### config.mk
export PLATFORM = sky130hd
export DESIGN_NAME = uart_fifo_ext
export DESIGN_NICKNAME = d
export VERILOG_FILES = /design/src/rtl/uart_fifo_ext.sv
export SDC_FILE = /design/constraint.sdc
export NUM_CORES = 1
export LEC_CHECK = 0
export BUFFER_PORTS_ARGS = -buffer_cell sky130_fd_sc_hd__buf_2
export CORE_ASPECT_RATIO = 0.6
export CORE_MARGIN = 2
export CORE_UTILIZATION = 60
export DETAILED_ROUTE_END_ITERATION = 8
export PLACE_DENSITY = 0.75
export SYNTH_ARGS = -nofsm -noshare
export SYNTH_HDL_FRONTEND = slang
export SYNTH_SLANG_ARGS = --single-unit
export TNS_END_PERCENT = 100
### constraint.sdc
create_clock -name clk -period 8.2 [get_ports clk]
set_input_delay 1.23 -clock clk [delete_from_list [all_inputs] [get_ports clk]]
set_output_delay 1.23 -clock clk [all_outputs]
set_load 0.005 [all_outputs]
### src/rtl/uart_fifo_ext.sv
// Synchronous first-word-fall-through FIFO for the UART RX and TX paths.
// It provides a fill level, almost-full and almost-empty thresholds, sticky overflow
// and underflow flags, and a synchronous flush. When the FIFO is full, OvfMode selects
// whether an incoming word is dropped (0) or overwrites the oldest word (1).
module uart_fifo_ext #(
  parameter int DataWidth   = 8,
  parameter int Depth       = 128,
  parameter int AFullLevel  = 96,
  parameter int AEmptyLevel = 8,
  parameter int OvfMode     = 0
) (
  input  logic                       clk,
  input  logic                       rst_n,
  input  logic                       clr,
  input  logic                       err_clr,
  input  logic                       wr_en,
  input  logic [DataWidth-1:0]       wr_data,
  input  logic                       rd_en,
  output logic [DataWidth-1:0]       rd_data,
  output logic                       empty,
  output logic                       full,
  output logic                       almost_empty,
  output logic                       almost_full,
  output logic [$clog2(Depth):0]     level,
  output logic                       overflow,
  output logic                       underflow
);

  localparam int AW = $clog2(Depth);
  localparam logic [AW:0]   LvlDepth = (AW+1)'(Depth);
  localparam logic [AW:0]   LvlAFull = (AW+1)'(AFullLevel);
  localparam logic [AW:0]   LvlAEmpt = (AW+1)'(AEmptyLevel);
  localparam logic [AW:0]   LvlOne   = (AW+1)'(1);
  localparam logic [AW-1:0] PtrOne   = AW'(1);

  logic [DataWidth-1:0] mem_q [Depth];
  logic [AW-1:0]        wr_ptr_q, wr_ptr_d;
  logic [AW-1:0]        rd_ptr_q, rd_ptr_d;
  logic [AW:0]          level_q, level_d;
  logic                 ovf_q, ovf_d;
  logic                 udf_q, udf_d;

  logic pop_ok, pop_bad, push_ok, push_full, ovr_wr, do_write;

  assign empty        = (level_q == '0);
  assign full         = (level_q == LvlDepth);
  assign almost_empty = (level_q <= LvlAEmpt);
  assign almost_full  = (level_q >= LvlAFull);
  assign level        = level_q;
  assign overflow     = ovf_q;
  assign underflow    = udf_q;
  assign rd_data      = empty ? '0 : mem_q[rd_ptr_q];

  // Classify this cycle's requests and compute the next pointer, level and flag state.
  always_comb begin
    pop_ok    = rd_en && !empty;
    pop_bad   = rd_en && empty;
    // A valid pop in the same cycle frees a slot, so a push into a full FIFO is still accepted.
    push_ok   = wr_en && (!full || pop_ok);
    push_full = wr_en && full && !pop_ok;
    ovr_wr    = push_full && (OvfMode == 1);
    do_write  = !clr && (push_ok || ovr_wr);

    wr_ptr_d = wr_ptr_q;
    rd_ptr_d = rd_ptr_q;
    level_d  = level_q;
    if (clr) begin
      wr_ptr_d = '0;
      rd_ptr_d = '0;
      level_d  = '0;
    end else begin
      if (do_write) wr_ptr_d = wr_ptr_q + PtrOne;
      // In overwrite mode the oldest word is discarded, so the read pointer moves past it.
      if (pop_ok || ovr_wr) rd_ptr_d = rd_ptr_q + PtrOne;
      if (push_ok && !pop_ok) level_d = level_q + LvlOne;
      else if (pop_ok && !push_ok) level_d = level_q - LvlOne;
    end

    // Setting a flag takes priority over clearing it in the same cycle.
    ovf_d = ovf_q;
    udf_d = udf_q;
    if (err_clr) begin
      ovf_d = 1'b0;
      udf_d = 1'b0;
    end
    if (!clr && push_full) ovf_d = 1'b1;
    if (!clr && pop_bad)   udf_d = 1'b1;
  end

  // Update the pointers, the level and the sticky flags. Reset empties the FIFO.
  always_ff @(posedge clk or negedge rst_n) begin
    if (!rst_n) begin
      wr_ptr_q <= '0;
      rd_ptr_q <= '0;
      level_q  <= '0;
      ovf_q    <= 1'b0;
      udf_q    <= 1'b0;
    end else begin
      wr_ptr_q <= wr_ptr_d;
      rd_ptr_q <= rd_ptr_d;
      level_q  <= level_d;
      ovf_q    <= ovf_d;
      udf_q    <= udf_d;
    end
  end

  // Storage array. It has no reset because the level masks any stale contents.
  always_ff @(posedge clk) begin
    if (do_write) mem_q[wr_ptr_q] <= wr_data;
  end

endmodule

==> Word-level counts from Yosys, hierarchy flattened <==
Memories as Yosys holds them, arrays and structs flattened.
Index checks and enable logic that the tools add are counted.
{ "classes": {"n_addsub": 4, "multipliers": 0, "div": 0, "n_lt_le_gt_ge": 2, "n_eq_ne": 1, "n_shift": 0, "mux": 13, "bitwise": 0, "reduce_logical": 22} }
{ "ops": {"columns": ["operator", "count"], "rows": [
  ["8-bit 2-to-1 mux", 4],
  ["7-bit 2-to-1 mux", 4],
  ["7-bit by 1-bit adder with 7-bit output, second input constant", 2],
  ["1-bit logical AND", 10],
  ["8-bit by 1-bit adder with 8-bit output, second input constant", 1],
  ["8-bit == test, second input constant", 1],
  ["8-bit by 7-bit greater-or-equal comparator with 1-bit output, second input constant", 1],
  ["8-bit by 4-bit <= comparator with 1-bit output, second input constant", 1],
  ["8-bit zero test", 1],
  ["2-bit nonzero test", 4],
  ["8-bit by 1-bit subtractor with 8-bit output, second input constant", 1],
  ["1-bit zero test", 5],
  ["1-bit 2-to-1 mux", 5],
  ["3-bit nonzero test", 1],
  ["1-bit logical OR", 1]
]} }
{ "word_totals": {"regBits": 24, "latchBits": 0, "mem_bits_rw": 1024, "rom_bits": 0, "mem_count": 1} }
{ "mem_list": {"columns": ["memory", "words", "width", "read_ports", "rd_clocked_by_memory_dff", "wr", "line", "source"], "rows": [
  ["mem_q", 128, 8, 1, 0, 1, "36", "logic [DataWidth-1:0] mem_q [Depth];"]
]} }

==> Longest topological paths before layout <==
Gate-level depths: netlist (run 1).
{ "logic_depth": {"word_depth": 10, "ltp_mapped": 13} }

==> Least setup slack after synthesis (run 1) <==
No wires, ideal clock.
{ "synth_timing": {"path_kind": "input port to flip-flop", "startpoint": "input wr_en", "endpoint": "memory mem_q[64][0] (enable)", "setup_time_ns": 0.395, "arrival_time_ns": 2.935, "path_slack_ns": 4.870, "cell_stages": 5, "path_buffers": 1, "path_cell_list": "buf_2 -> o21ai_2 -> nor2_1 -> nand3_1 -> nor4_1"} }
{ "synth_via": {"elab_chain_len": 4} }
{ "synth_lines": {"columns": ["element", "line", "source"], "rows": [
  ["start: declaration", "16", "input logic wr_en,"],
  ["1-bit logical AND", "59", "push_ok = wr_en && (!full || pop_ok);"],
  ["1-bit logical AND", "62", "do_write = !clr && (push_ok || ovr_wr);"],
  ["1-bit 2-to-1 mux", "109", "if (do_write) mem_q[wr_ptr_q] <= wr_data;"],
  ["1-bit 2-to-1 mux (implied by the code)", "109", null],
  ["end: declaration", "36", null]
]} }
Every way passes these cells.

==> Worst setup path in the final report (run 1) <==
{ "layout_timing": {"startpoint": "register rd_ptr_q[2]", "endpoint": "output rd_data[3]"} }
{ "layout_via": {"elab_chain_len": 2} }
{ "layout_lines": {"columns": ["element", "line", "source"], "rows": [
  ["start: declaration", "38", "logic [AW-1:0] rd_ptr_q, rd_ptr_d;"],
  ["start signal: assignment", "100", "rd_ptr_q <= rd_ptr_d;"],
  ["memory 128 x 8 bit", null, null],
  ["8-bit 2-to-1 mux", "52", "assign rd_data = empty ? '0 : mem_q[rd_ptr_q];"],
  ["end: declaration", "19", "output logic [DataWidth-1:0] rd_data,"]
]} }
Every way passes these cells.

==> metrics.md, run 1 <==
| Metric | Value |
|---|---|
| Run status | complete, no violations |
| Multi-input logic area | 9346 sq um |
| Bufs on Longest Clock Path | 3 |
| Critical path class | flop to output port |
| Syn_nets | around 2.1k |
| Tot GR Track Use | 0.2774 |
| Yosys warnings | 0 |
| Critical path cell sequence | buf_4 -> nand3b_1 -> o22ai_1 -> o41ai_1 -> a211oi_1 -> a311oi_1 -> a211oi_1 -> buf_2 |
| Period utilization | 0.8051 |
| Detailed Route Iter0 Violations | between 3k and 4k |
| Reg2Reg Depth | 7 |
| Syn Std Cell Area | around 41000 sq um |
| Setup crit start kind | flop |
| Die area | approximately 71000 sq um |
| Clk slew on worst S/H paths | 60 ps |
| WHS Path Cells | 2 |
| Overall Power | 12.11 mW |
| Post-CTS Hold Buffers | 0 |
| Pins over their slew limit | 0 |
| Initial Utilization | 0.6080 |
| PortBufs | 35 |
| Count leader, synth | edfxtp_1 |
| Leak | about 14 nW |
| CTS tree | yes |
| Crit Path Max Fanout | 64 |
| Flops & latches, synth | roughly 1.0k |
| Drt drc | 0 |
| First-pass GRT wire length | 141900 um |
| Flop2flop setup slack | ~4400 ps |
| Total congestion overflow | 0 |
| Top cell type's share of synthesized area | 0.7421 |
| CTS root buffer | clkbuf_16 |
| Slew at the pin closest to its max-slew limit | about 1200 ps |
| Max Clock Skew | ~19 ps |
| Hold_ws | approximately 530 ps |
| PD cells | 266.6 nW/um^2 |
| Vias in the first global route | a little over 20k |
| Area contributors post-synth | edfxtp_1, mux4_2, mux2i_1 |
| Die Wd | 343.3 um |
| F_max | around 150 MHz |
| # clock sinks | approximately 1.0k |
| Hold path start | overflow$_DFFE_PN0P_ |
| Setup Viol. Count Final | 0 |
| Ports | 36 |
| Worst VDD drop | 203.1 uV |
| Post-route cell area | about 45000 sq um |
| TritonCTS Buffers | 90 |
| Cells after Synth | approximately 2.1k |
| Asr flop ratio synth | 0.02290 |
| FP Rows | 74 |
| Minimum period implied by the final worst setup slack | approximately 6600 ps |
| Commonest cells in the netlist | edfxtp_1, mux4_2, nor2_1 |
| Initial antenna violation count | 4 |
| Largest net degree at the start of global routing | roughly 130 |
| Top FF cell, synth | edfxtp_1 |
| Worst Path Arrival | approximately 5400 ps |
| Avg Cell Area, Syn | ~20 sq um |
| Post-DRT Antenna Nets | 0 |
| Post-CTS Resized | 0 |
| Aggregate routed wire length | approximately 97000 um |
| Most frequent CP cell | a211oi_1 |
| Max cap viols | 0 |
| DR WL/cell | between 30 and 40 um |
| Sequential fraction of the synthesis area | 0.7566 |
| Post-synthesis cell type count | 56 |
| Final Hold Viols | 0 |
| Startpoint of the worst register-to-register path | level[0]$_DFFE_PN0P_ |
| H-Tree Depth | 3 |
| Yosys top cell by area | edfxtp_1 |
| Core Footprint | between 60000 and 70000 sq um |
| CP peak stage delay | 900 ps |
| Rel. slew slack | 0.2216 |
| Fraction of layout cells with a size suffix above 1 | 0.2025 |
| Final TNS setup | 0 ps |
| Worst reg2reg endpoint | mem_q[76][0]$_DFFE_PP_ |
| Post-synth EDFFs | between 1k and 1.5k |
| DR vias/cell | a little under 7 |
| Cell area after placement | around 42000 sq um |
| Crit. End Element | output port |
| WP data required | approximately 7000 ps |
| Die H | between 200 and 250 um |
| Fillers | between 4k and 5k |
| Area grow syn2layout | 9.624% |
| Routability congestion estimate | approximately 0.85 |
| Hold Crit Endpoint | overflow$_DFFE_PN0P_ |
| DR vias | 21.13k |
| DRT Pass-1 Iters | 5 |
| Post-CTS setup buffers | 0 |
| RSZ-0062 raised after global routing | no |
| Tightest Hold Check Type | flop to flop |
| Clk_lat worst skew | approximately 640 ps |
| CP max-delay cell | buf_4 |
| Sequential cell area | between 30000 and 40000 sq um |
| Fin nets | approximately 2.1k |
| Final HPWL DP | around 58000 um |
## critical path: cells and delay by family (launching register included)
family / cells / cell delay (ps)
buf+inv: 2 / 1150
simple gates: 1 / 830
compound gates: 5 / 2010
flops: 1 / 620
## layout make-up
type,instances,area share
antenna,1,0.00005509
timing repair buffer,73,0.01162
inverter,8,0.0006611
tap,912,0.02512
clock inverter,56,0.01366
sequential,1048,0.6905
clock buffer,107,0.05261
multi-input combinational,896,0.2058
## sequential cells by signal, indices dropped and copies added, names as in the netlist
signal	cells
mem_q	1024
level	8
rd_ptr_q	7
wr_ptr_q	7
overflow	1
underflow	1
## worst max path at each step
stage | start | to | slack, ps | cells after the start
6_report | rd_ptr_q[2]$_DFFE_PN0P_ | rd_data[3] | 1600 | 8
5_1_grt | rd_ptr_q[2]$_DFFE_PN0P_ | rd_data[3] | 1520 | 8
4_1_cts | rd_ptr_q[2]$_DFFE_PN0P_ | rd_data[3] | 1840 | 8
3_5_place_dp | rd_ptr_q[2]$_DFFE_PN0P_ | rd_data[3] | 2540 | 8
3_3_place_gp | rd_ptr_q[2]$_DFFE_PN0P_ | rd_data[3] | 2470 | 8
2_1_floorplan | wr_en | mem_q[64][0]$_DFFE_PP_ | 4870 | 5
## stage by stage
step,setup WS (ps),util,cells
2_1_floorplan,4870,-,2070
3_3_place_gp,2469,0.6222,2936
3_5_place_dp,2541,0.6222,2936
4_1_cts,1837,0.6664,3099
5_1_grt,1525,0.6665,3100
6_report,1599,0.6665,3101
## power breakdown
part	internal [mW]	switching, mW	leakage (nW)
registers	5.90	0.0877	9.52
clock network	2.52	1.86	1.47
logic	0.797	0.945	2.85
## layout by cell type, fill, tap and decap left out, types with 16 or more instances in the layout
cell type and n:
a211oi_1 50, a21oi_1 34, a22oi_1 16, buf_2 27
buf_4 41, clkbuf_16 93, clkinv_1 22, dfrtp_1 20
edfxtp_1 1024, mux2i_1 122, mux4_2 222, nand2_1 57
nor2_1 171, nor2b_1 31, o21ai_0 30, o22ai_1 18
## layer usage
metal  wire [um]  vias up  global-route usage  share of wire
met4        1938        0             0.06249          0.020
met3       13000      162             0.07674           0.13
met2       41830     1465              0.3791           0.43
li1            -     8582                   -              -
met1       40010    10920              0.4501           0.41
met5           0        -                   0              0
## logic make-up (layout without fill, tap and decap cells)
family,count (synthesis),count (layout),synth area share
mux,352,352,0.1523
other cells,0,1,0
compound gates,199,199,0.03264
fa+ha+maj,9,9,0.002899
xor+xnor,15,15,0.003171
flops,1048,1048,0.7566
buf+inv,126,244,0.01779
simple gates,321,321,0.03455
Power figures use the tool's default switching activity.
==> run 2, diff against run 1 <==
- CORE_UTILIZATION: 60 -> 57
- clock period: 8.2 -> 5.65 ns (I/O delays scaled with it)
==> run 2 against run 1 <==
Net effect:
- non-clock buffer count up 40
- highest routed layer unchanged
- count of clock-buffer cells in the layout unchanged
- clock power up 39%
- sequential cell count unchanged
- critical path type unchanged
==> metrics.md, run 2 (same netlist as run 1, synthesis figures left out) <==
| Metric | Value |
|---|---|
| Run status | complete, no violations |
| WP data required | 4800 ps (-2170 ps) |
| F_max | 193.4 MHz |
| DR WL/cell | 30.61 um (-1.9%) |
| Final HPWL DP | 60920 um (+5.1%) |
| DRT Pass-1 Iters | 6 (+1) |
| Most frequent cells in the layout | edfxtp_1, mux4_2, nor2_1 |
| Slew at the pin closest to its max-slew limit | 1409 ps (+246.1 ps) |
| PortBufs | 35 (unchanged) |
| Fin nets | 2179 (+1.8%) |
| Worst VDD drop | 322.6 uV (+59%) |
| FP Rows | 76 (+2.7%) |
| Commonest non-fill, non-tap cell in the layout | edfxtp_1 |
| Overall Power | 17.42 mW (+44%) |
| Fraction of layout cells with a size suffix above 1 | 0.2140 (+0.01156) |
| CP max-delay cell | dfrtp_4 |
| Bufs on Longest Clock Path | 3 (unchanged) |
| Area grow syn2layout | 10.25% |
| Routability congestion estimate | 0.9325 (+10%) |
| Dpl ws | 1201 ps (-1340 ps) |
| Die H | 212.8 um (+2.5%) |
| RSZ-0062 raised after global routing | no |
| Max cap viols | 0 (unchanged) |
| Layout Utilization | 0.6354 (-0.03112) |
| Top reg by flops | mem_q |
| Post-CTS Hold Buffers | 0 (unchanged) |
| Minimum period implied by the final worst setup slack | 5170 ps |
| CTS root buffer | clkbuf_16 |
| Tightest Hold Check Type | input pin to async pin |
| Largest net degree at the start of global routing | 90 (-28%) |
| PD cells | 381.3 nW/um^2 (+43%) |
| Final WS setup | 480.1 ps (-1118 ps) |
| Die Wd | 352.1 um (+2.6%) |
| Critical path cell sequence | buf_12 -> nand3b_1 -> buf_4 -> o22ai_1 -> o41ai_1 -> a211oi_1 -> a311oi_1 -> a211oi_1 -> buf_2 |
| Post-DRT Antenna Nets | 0 (unchanged) |
| Post-CTS setup buffers | 0 (unchanged) |
| Ports | 36 (unchanged) |
| Critical path class | flop to output port |
| Final Hold Viols | 0 (unchanged) |
| Max Clock Skew | 25.62 ps (+6.861 ps) |
| Pins over their slew limit | 0 (unchanged) |
| Post-CTS Resized | 0 (unchanged) |
| Rel. slew slack | 0.06035 (-0.1612) |
| Initial antenna violation count | 2 (-2) |
| CP peak stage delay | 830 ps (-70 ps) |
| Most frequent CP cell | a211oi_1 |
| TritonCTS Buffers | 89 (-1.1%) |
| Die area | 74930 sq um (+5.2%) |
| Clk_lat worst skew | 660 ps (+20 ps) |
| Final TNS setup | 0 ps (unchanged) |
| Clk slew on worst S/H paths | 70 ps (about the same) |
| Leak | 13.98 nW (+1.1%) |
| Setup crit start kind | flop |
| Crit. End Element | output port |
| Core Footprint | 71890 sq um (+5.5%) |
| Total congestion overflow | 0 (unchanged) |
| DR vias | 21.30k (+0.80%) |
| Setup Viol. Count Final | 0 (unchanged) |
| Vias in the first global route | 20.55k (+0.60%) |
| CTS tree | yes |
| Worst Path Arrival | 4320 ps (-1050 ps) |
| First-pass GRT wire length | 142800 um (+0.66%) |
| Period utilization | 0.9150 |
| Tot GR Track Use | 0.2655 (-0.01186) |
| Aggregate routed wire length | 97940 um (+1.2%) |
| Drt drc | 0 (unchanged) |
| # clock sinks | 1048 (unchanged) |
| H-Tree Depth | 3 (unchanged) |
| Detailed Route Iter0 Violations | 3581 (+8.9%) |
| Crit Path Max Fanout | 60 (-6.3%) |
| Initial Utilization | 0.5764 (-0.03166) |
| Largest register FFs | 1024 (unchanged) |
| DR vias/cell | 6.655 (-2.3%) |
## run 2: cell count changes in the layout (fill, tap and decap cells not counted)
| cell | previous run | this run |
|---|---|---|
| clkbuf_8 | 1 | 2 |
| clkbuf_2 | 1 | 0 |
| clkbuf_16 | 93 | 91 |
| buf_12 | 4 | 8 |
| buf_4 | 41 | 78 |
| bufinv_16 | 14 | 9 |
| clkinv_2 | 14 | 12 |
| inv_6 | 2 | 4 |
| clkinv_4 | 0 | 1 |
| clkinv_1 | 22 | 24 |
| clkinvlp_4 | 4 | 2 |
| clkbuf_1 | 13 | 14 |
## run 2: area by class of cell
type,instances,area (sq um)
Multi-Input combinational cell,896,9346
Fill cell,4785,26210
Timing Repair Buffer,113,880.8
Antenna cell,1,2.502
Clock inverter,52,479.2
Clock buffer,107,2357
Tap cell,975,1220
Inverter,8,30.03
Sequential cell,1048,31360
## run 2: report_power, final
group	internal, mW	total (mW)	switching, mW	leakage [nW]
logic	1.20	2.65	1.44	3.07
clock network	3.38	6.10	2.71	1.39
registers	8.57	8.68	0.109	9.52
total	13.2	17.4	4.27	14.0
## run 2: worst paths after layout
check                                          end  slack (ps)  cells after the start               startpoint
setup / recovery                        rd_data[4]         480                      9  rd_ptr_q[1]$_DFFE_PN0P_
hold / removal                level[4]$_DFFE_PN0P_         210                      1                    rst_n
setup reg to reg            mem_q[22][5]$_DFFE_PP_        1880                      5     level[6]$_DFFE_PN0P_
hold reg to reg               level[2]$_DFFE_PN0P_         530                      2     level[2]$_DFFE_PN0P_
max in group asynchronous  rd_ptr_q[2]$_DFFE_PN0P_        4960                      1                    rst_n
min in group clk              overflow$_DFFE_PN0P_         400                      2                  err_clr
## run 2: critical path, delay by kind of cell, from the launching register on
family                 cells  cell delay (ps)
AO/OA/AOI/OAI              5             1630
flip-flops                 1              830
buffers and inverters      3              820
AND/OR/NAND/NOR            1              340
## run 2: stage by stage
step	instance area (sq um)	std cells	hold slack [ps]
after floorplan	41430	2070	502.1
after global placement	42840	3040	506.4
after detailed placement	42840	3040	517.3
after CTS	45680	3199	202.5
after global routing	45680	3199	243.5
final	45680	3200	210.7
## run 2: per-layer routing
layer	vias to the layer above	wire (um)	track usage
met5	-	0	0
li1	8650	-	-
met1	11070	40430	0.4198
met3	141	13640	0.07855
met4	0	1747	0.05688
met2	1436	42120	0.3692
